==> config.mk <==
export PLATFORM = sky130hd
export DESIGN_NAME = multicycle_maindec
export DESIGN_NICKNAME = d
export VERILOG_FILES = /design/src/rtl/maindec_pkg.sv /design/src/rtl/multicycle_maindec_timeout.sv /design/src/rtl/multicycle_maindec.sv
export SDC_FILE = /design/constraint.sdc
export NUM_CORES = 1
export LEC_CHECK = 0
export CORE_ASPECT_RATIO = 1.25
export CORE_MARGIN = 5
export CORE_UTILIZATION = 49
export CTS_CLUSTER_SIZE = 12
export DETAILED_ROUTE_END_ITERATION = 8
export MAX_ROUTING_LAYER = met4
export PLACE_DENSITY = 0.84
export SLEW_MARGIN = 20
export SYNTH_ARGS = -nofsm -noshare
export SYNTH_HDL_FRONTEND = slang
export SYNTH_HIERARCHICAL = 1
export SYNTH_SLANG_ARGS = --single-unit
==> constraint.sdc <==
create_clock -name i_clk -period 2.9 [get_ports i_clk]
set_input_delay 0.435 -clock i_clk [delete_from_list [all_inputs] [get_ports i_clk]]
set_output_delay 0.435 -clock i_clk [all_outputs]
set_load 0.01 [all_outputs]
==> src/rtl/maindec_pkg.sv <==
// Shared types and encodings for the multicycle RV32I main decoder.
// MAINDEC_UPIMM_EN (see multicycle_maindec) enables the LUI/AUIPC states listed here.
package maindec_pkg;

    typedef enum logic [3:0] {
        FETCH, DECODE, MEMADR, MEMREAD, MEMWB, MEMWRITE, EXECR, EXECI,
        ALUWB, BRANCH, JAL, JALR, JALRLINK, LUI, AUIPC, FAULT
    } statetype_e;

    localparam logic [6:0] OP_LOAD   = 7'b0000011;
    localparam logic [6:0] OP_STORE  = 7'b0100011;
    localparam logic [6:0] OP_RTYPE  = 7'b0110011;
    localparam logic [6:0] OP_ITYPE  = 7'b0010011;
    localparam logic [6:0] OP_BRANCH = 7'b1100011;
    localparam logic [6:0] OP_JAL    = 7'b1101111;
    localparam logic [6:0] OP_JALR   = 7'b1100111;
    localparam logic [6:0] OP_LUI    = 7'b0110111;
    localparam logic [6:0] OP_AUIPC  = 7'b0010111;

    localparam logic [2:0] IMM_I = 3'b000;
    localparam logic [2:0] IMM_S = 3'b001;
    localparam logic [2:0] IMM_B = 3'b010;
    localparam logic [2:0] IMM_J = 3'b011;
    localparam logic [2:0] IMM_U = 3'b100;

    localparam logic [1:0] ALUOP_ADD   = 2'b00;
    localparam logic [1:0] ALUOP_SUB   = 2'b01;
    localparam logic [1:0] ALUOP_FUNCT = 2'b10;

    localparam logic [1:0] SRCA_PC    = 2'b00;
    localparam logic [1:0] SRCA_OLDPC = 2'b01;
    localparam logic [1:0] SRCA_RS1   = 2'b10;
    localparam logic [1:0] SRCA_ZERO  = 2'b11;

    localparam logic [1:0] SRCB_RS2  = 2'b00;
    localparam logic [1:0] SRCB_IMM  = 2'b01;
    localparam logic [1:0] SRCB_FOUR = 2'b10;

    localparam logic [1:0] RES_ALUOUT = 2'b00;
    localparam logic [1:0] RES_DATA   = 2'b01;
    localparam logic [1:0] RES_ALU    = 2'b10;

    typedef struct packed {
        logic       mem_req;
        logic       adrsrc;
        logic       irwrite;
        logic       pcupdate;
        logic       branch;
        logic       memwrite;
        logic       regwrite;
        logic [1:0] alusrca;
        logic [1:0] alusrcb;
        logic [1:0] resultsrc;
        logic [2:0] immsrc;
        logic [1:0] aluop;
        logic       fault;
    } maindec_ctl_t;

    function automatic logic [2:0] imm_for_op(input logic [6:0] op);
        case (op)
            OP_STORE:          return IMM_S;
            OP_BRANCH:         return IMM_B;
            OP_JAL:            return IMM_J;
            OP_LUI, OP_AUIPC:  return IMM_U;
            default:           return IMM_I;
        endcase
    endfunction

endpackage

==> src/rtl/multicycle_maindec_timeout.sv <==
// Wait-state counter for memory requests; flags the cycle on which the
// MEM_TIMEOUT-th consecutive wait occurs (MEM_TIMEOUT=0 never expires).
module mem_timeout_counter #(
    parameter int MEM_TIMEOUT = 16
) (
    input  logic clk,
    input  logic rst,
    input  logic wait_cycle,
    output logic expire
);
    localparam int TO_W = (MEM_TIMEOUT > 0) ? $clog2(MEM_TIMEOUT + 1) : 1;

    logic [TO_W-1:0] count;

    // Any non-wait cycle (idle or completed access) leaves the count at zero
    // for the next request.
    always_ff @(posedge clk) begin
        if (rst || !wait_cycle)
            count <= '0;
        else
            count <= count + 1'b1;
    end

    assign expire = (MEM_TIMEOUT > 0) && wait_cycle &&
                    (count == TO_W'(MEM_TIMEOUT - 1));

endmodule

==> src/rtl/multicycle_maindec.sv <==
// Moore control FSM sequencing RV32I instructions over a shared memory/ALU datapath.
// Define MAINDEC_UPIMM_EN to add LUI/AUIPC; otherwise those opcodes decode as NOP.
module multicycle_maindec
    import maindec_pkg::*;
#(
    parameter int MEM_TIMEOUT = 16
) (
    input  logic       i_clk,
    input  logic       i_rst,
    input  logic [6:0] i_op,
    input  logic       i_mem_ready,
    output logic       o_mem_req,
    output logic       o_adrsrc,
    output logic       o_irwrite,
    output logic       o_pcupdate,
    output logic       o_branch,
    output logic       o_memwrite,
    output logic       o_regwrite,
    output logic [1:0] o_alusrca,
    output logic [1:0] o_alusrcb,
    output logic [1:0] o_resultsrc,
    output logic [2:0] o_immsrc,
    output logic [1:0] o_aluop,
    output logic       o_fault
);
    statetype_e   state, state_next;
    maindec_ctl_t ctl;
    logic         mem_state, wait_cycle, expire;

    assign mem_state  = (state == FETCH) || (state == MEMREAD) || (state == MEMWRITE);
    assign wait_cycle = mem_state && !i_mem_ready;

    mem_timeout_counter #(.MEM_TIMEOUT(MEM_TIMEOUT)) u_timeout (
        .clk        (i_clk),
        .rst        (i_rst),
        .wait_cycle (wait_cycle),
        .expire     (expire)
    );

    always_ff @(posedge i_clk) begin
        if (i_rst) state <= FETCH;
        else       state <= state_next;
    end

    always_comb begin
        ctl        = '0;
        state_next = state;
        case (state)
            FETCH: begin
                ctl.mem_req   = 1'b1;
                ctl.alusrcb   = SRCB_FOUR;
                ctl.resultsrc = RES_ALU;
                ctl.irwrite   = i_mem_ready;
                ctl.pcupdate  = i_mem_ready;
                if (i_mem_ready) state_next = DECODE;
            end
            DECODE: begin
                ctl.alusrca = SRCA_OLDPC;
                ctl.alusrcb = SRCB_IMM;
                ctl.immsrc  = imm_for_op(i_op);
                case (i_op)
                    OP_LOAD, OP_STORE: state_next = MEMADR;
                    OP_RTYPE:          state_next = EXECR;
                    OP_ITYPE:          state_next = EXECI;
                    OP_BRANCH:         state_next = BRANCH;
                    OP_JAL:            state_next = JAL;
                    OP_JALR:           state_next = JALR;
`ifdef MAINDEC_UPIMM_EN
                    OP_LUI:            state_next = LUI;
                    OP_AUIPC:          state_next = AUIPC;
`endif
                    default:           state_next = FETCH;
                endcase
            end
            MEMADR: begin
                ctl.alusrca = SRCA_RS1;
                ctl.alusrcb = SRCB_IMM;
                ctl.immsrc  = imm_for_op(i_op);
                state_next  = (i_op == OP_STORE) ? MEMWRITE : MEMREAD;
            end
            MEMREAD: begin
                ctl.mem_req   = 1'b1;
                ctl.adrsrc    = 1'b1;
                ctl.resultsrc = RES_ALUOUT;
                if (i_mem_ready) state_next = MEMWB;
            end
            MEMWB: begin
                ctl.resultsrc = RES_DATA;
                ctl.regwrite  = 1'b1;
                state_next    = FETCH;
            end
            MEMWRITE: begin
                ctl.mem_req  = 1'b1;
                ctl.adrsrc   = 1'b1;
                ctl.memwrite = i_mem_ready;
                if (i_mem_ready) state_next = FETCH;
            end
            EXECR: begin
                ctl.alusrca = SRCA_RS1;
                ctl.alusrcb = SRCB_RS2;
                ctl.aluop   = ALUOP_FUNCT;
                state_next  = ALUWB;
            end
            EXECI: begin
                ctl.alusrca = SRCA_RS1;
                ctl.alusrcb = SRCB_IMM;
                ctl.immsrc  = IMM_I;
                ctl.aluop   = ALUOP_FUNCT;
                state_next  = ALUWB;
            end
            ALUWB, JALRLINK: begin
                ctl.resultsrc = RES_ALUOUT;
                ctl.regwrite  = 1'b1;
                state_next    = FETCH;
            end
            BRANCH: begin
                ctl.alusrca   = SRCA_RS1;
                ctl.alusrcb   = SRCB_RS2;
                ctl.aluop     = ALUOP_SUB;
                ctl.resultsrc = RES_ALUOUT;
                ctl.branch    = 1'b1;
                state_next    = FETCH;
            end
            JAL: begin
                ctl.alusrca   = SRCA_OLDPC;
                ctl.alusrcb   = SRCB_FOUR;
                ctl.resultsrc = RES_ALUOUT;
                ctl.pcupdate  = 1'b1;
                state_next    = ALUWB;
            end
            // Target goes straight to PC via the ALU result; ALUOut still holds
            // oldPC+4 from FETCH for the link write in JALRLINK.
            JALR: begin
                ctl.alusrca   = SRCA_RS1;
                ctl.alusrcb   = SRCB_IMM;
                ctl.immsrc    = IMM_I;
                ctl.resultsrc = RES_ALU;
                ctl.pcupdate  = 1'b1;
                state_next    = JALRLINK;
            end
`ifdef MAINDEC_UPIMM_EN
            LUI: begin
                ctl.alusrca = SRCA_ZERO;
                ctl.alusrcb = SRCB_IMM;
                ctl.immsrc  = IMM_U;
                state_next  = ALUWB;
            end
            AUIPC: begin
                ctl.alusrca = SRCA_OLDPC;
                ctl.alusrcb = SRCB_IMM;
                ctl.immsrc  = IMM_U;
                state_next  = ALUWB;
            end
`endif
            FAULT: begin
                ctl.fault = 1'b1;
            end
            default: state_next = FETCH;
        endcase
        if (expire) state_next = FAULT;
        if (i_rst)  ctl = '0;
    end

    assign o_mem_req   = ctl.mem_req;
    assign o_adrsrc    = ctl.adrsrc;
    assign o_irwrite   = ctl.irwrite;
    assign o_pcupdate  = ctl.pcupdate;
    assign o_branch    = ctl.branch;
    assign o_memwrite  = ctl.memwrite;
    assign o_regwrite  = ctl.regwrite;
    assign o_alusrca   = ctl.alusrca;
    assign o_alusrcb   = ctl.alusrcb;
    assign o_resultsrc = ctl.resultsrc;
    assign o_immsrc    = ctl.immsrc;
    assign o_aluop     = ctl.aluop;
    assign o_fault     = ctl.fault;

endmodule

==> flow_summary.yaml <==
timing:
  min_period_over_period_pct: 91.9
  timing.final.crit_period_ns: 2.66
  setup_violations: 0
  hold_viol_final: 0
  post-route-worst-setup-slack_ns: 0.236
  fin_worst_skew_ns: 0.00807
  max_freq_mhz: 375
  whs_ns: 0.477
  rsz0062_at_grt: "no"
  drv_slew: 0
  setup-tns-final_ns: 0
  tightest_slew_ns: 0.512
  maxSlewHeadroom_pct: 65.8
worst_setup_path:
  crit_cells: 7
  path_cells: "clkdlybuf4s50_1 -> buf_4 -> nor3_1 -> nand2_1 -> nor3_1 -> or2_1 -> clkdlybuf4s50_1"
  cpPeakStageDelay_ns: 0.53
  critPathBufInv: 3
  crit_fanout: 21
  cp_top_family: "buffers and inverters"
  cp-end-kind: "output port"
  cp_slowest_cell: "clkdlybuf4s50_1"
  path_class: "input pin to output port"
  worstPathArrival_ns: 2.23
  startpoint_type: "input pin"
  crit_required_ns: 2.47
  worstRegToRegCells: 9
  rrSetupSlack_ns: 0.79
yosys:
  synth.area.top_cells: "dfxtp_1 19%, nor2_1 8.5%, a21oi_1 5.4%, nor3_1 5.4%, buf_4 3.2%"
  ys_seq_area_share_pct: 19.3
  avgSynthCellArea_sq_um: 7.06
  ys.flop_type: "dfxtp_1"
  yosys_warnings: 6
  syn_inst: 132
  synth_cell_types: 47
  synth_edf_count: 0
  synth_area_leader_cell: "dfxtp_1"
  synthArstFlopShare_pct: 0
  syn-cell-area_sq_um: 932
  synth_top_area_share_pct: 19.3
  syn-num-nets: 144
  ys_seq_elements: 9
final_layout:
  syn_to_final_growth_pct: 32.2
  nets: 171
  fin_util_pct: 69.0
  fillerInstances: 165
  drive_gt1_share_pct: 9.49
  instances_no_fill: 177
  n_antenna_cell: 0
detailed_routing:
  drc: 0
  firstDrtPassIters: 4
  routed_wl_mm: 2.44
  viasPerCell: 5.95
  wl_per_cell_um: 13.8
  detail-route-antenna-nets: 0
  vias: 1053
  drtIter0Drc: 19
clock_tree:
  root_buffer: "clkbuf_4"
  cts_inserted_buffers: 3
  ctsResizeCount: 0
  post-cts-setup-buffers: 0
  cts.clk_slew.worst_paths_ns: 0.07
  cts.path.max_buffers: 2
  clock_sinks: 9
  clk-insertion-delay-late_ns: 0.27
  cts_tree: "yes"
  ctsHoldBuffers: 0
  h-tree-depth: 1
worst_hold_path:
  holdCritPathClass: "flip-flop to flip-flop"
  hold_depth: 1
grt:
  grt.total_usage_pct: 18.3
  grt_overflow: 0
  grt_max_degree: 22
  grt_pass1_vias: 992
  grt_pass1_wl_mm: 4.26
  antenna_found_initial: 0
placement:
  io_buffers: 28
  hpwlAfterDp_mm: 1.86
  gp_congestion: 0.841
  post-place-ws_ns: 0.244
  place_inst: 173
die:
  die_w_um: 49.0
  initial_core_util_pct: 52.2
  die_h_um: 58.8
  boundaryPins: 29
  core_area_sq_um: 1790
  die_area_sq_um: 2880
  rows: 17
run:
  cap_violations: 0
pwr:
  irDropWorstVdd_mv: 0.453
  p_leak_nw: 0.482
  p_per_area_nw_per_um2: 255
status:
  outcome: "finished, final reports clean"
==> worst paths after layout <==
| kind | startpoint | endpoint |
|---|---|---|
| worst max register to register | state[1] | state[1] |
| worst max-delay path | i_rst | o_pcupdate |
| worst min-delay path | u_timeout/count[0] | u_timeout/count[0] |
| worst min register to register | u_timeout/count[0] | u_timeout/count[0] |
==> where the power goes <==
part	total (W)	internal, W	switching (W)
logic	0.0000825	0.0000434	0.0000390
clock network	0.000101	0.0000532	0.0000478
registers	0.000131	0.000126	0.00000515
total	0.000315	0.000223	0.0000920
==> cell usage in the layout (no fill, tap or decap), drive strengths merged, types with 2 or more instances in the layout <==
| cell type | synthesis | routed |
|---|---|---|
| a21oi | 10 | 10 |
| nor3 | 10 | 10 |
| nand2 | 8 | 8 |
| nand2b | 3 | 3 |
| ha | 2 | 2 |
| or2 | 2 | 2 |
| buf | 8 | 5 |
| nor2b | 4 | 4 |
| clkbuf | 3 | 4 |
| clkdlybuf4s50 | 0 | 28 |
| or3 | 4 | 4 |
| o21ai | 3 | 3 |
| dfxtp | 9 | 9 |
| nor4 | 2 | 2 |
| nor4b | 2 | 2 |
| xor2 | 3 | 3 |
| mux2i | 2 | 2 |
| and3b | 2 | 2 |
| inv | 6 | 6 |
| nand3 | 2 | 2 |
| nor2 | 22 | 22 |
| a31oi | 2 | 2 |
| and3 | 4 | 4 |
| nor3b | 2 | 2 |
==> cell type report <==
type	instances	area, sq um	area share, %
clock buffer	4	26.3	2.13
inverter	6	22.5	1.83
timing repair buffer	33	318	25.8
sequential	9	180	14.6
tap	19	23.8	1.93
multi-input combinational	106	662	53.7
==> cells by family (layout without fill, tap and decap cells) <==
| group | Yosys count | in the layout | share of synthesized area [%] |
|---|---|---|---|
| fa+ha+maj | 2 | 2 | 2.68 |
| xor+xnor | 4 | 4 | 4.56 |
| compound gates | 24 | 24 | 17.0 |
| mux | 2 | 2 | 2.15 |
| simple gates | 74 | 74 | 44.6 |
| buf+inv | 17 | 43 | 9.66 |
| flops | 9 | 9 | 19.3 |
==> cell usage after synthesis (all sizes together), types with 2 or more instances <==
| library cell | instances |
|---|---|
| nor2 | 22 |
| a21oi | 10 |
| nor3 | 10 |
| dfxtp | 9 |
| buf | 8 |
| nand2 | 8 |
| inv | 6 |
| and3 | 4 |
| nor2b | 4 |
| or3 | 4 |
| clkbuf | 3 |
| nand2b | 3 |
| o21ai | 3 |
| xor2 | 3 |
| a31oi | 2 |
| and3b | 2 |
| ha | 2 |
| mux2i | 2 |
| nand3 | 2 |
| nor3b | 2 |
| nor4 | 2 |
| nor4b | 2 |
| or2 | 2 |
==> layer usage <==
metal	track usage [%]	share of wire, %
met5	-	0
met4	4.23	0.82
met3	3.80	5.7
met2	32.8	51
met1	20.6	43
==> state kept, by name, indices dropped and copies added, names as in the netlist <==
name / flops
state: 4
u_timeout/count: 5
==> through the flow <==
step                instance area, sq um  power [W]
floorplan                            932   0.000178
global placement                    1210   0.000214
detailed placement                  1210   0.000216
CTS                                 1230   0.000316
global route                        1230   0.000329
finish                              1230   0.000315
Note: power is estimated with default switching activity, not from simulation.
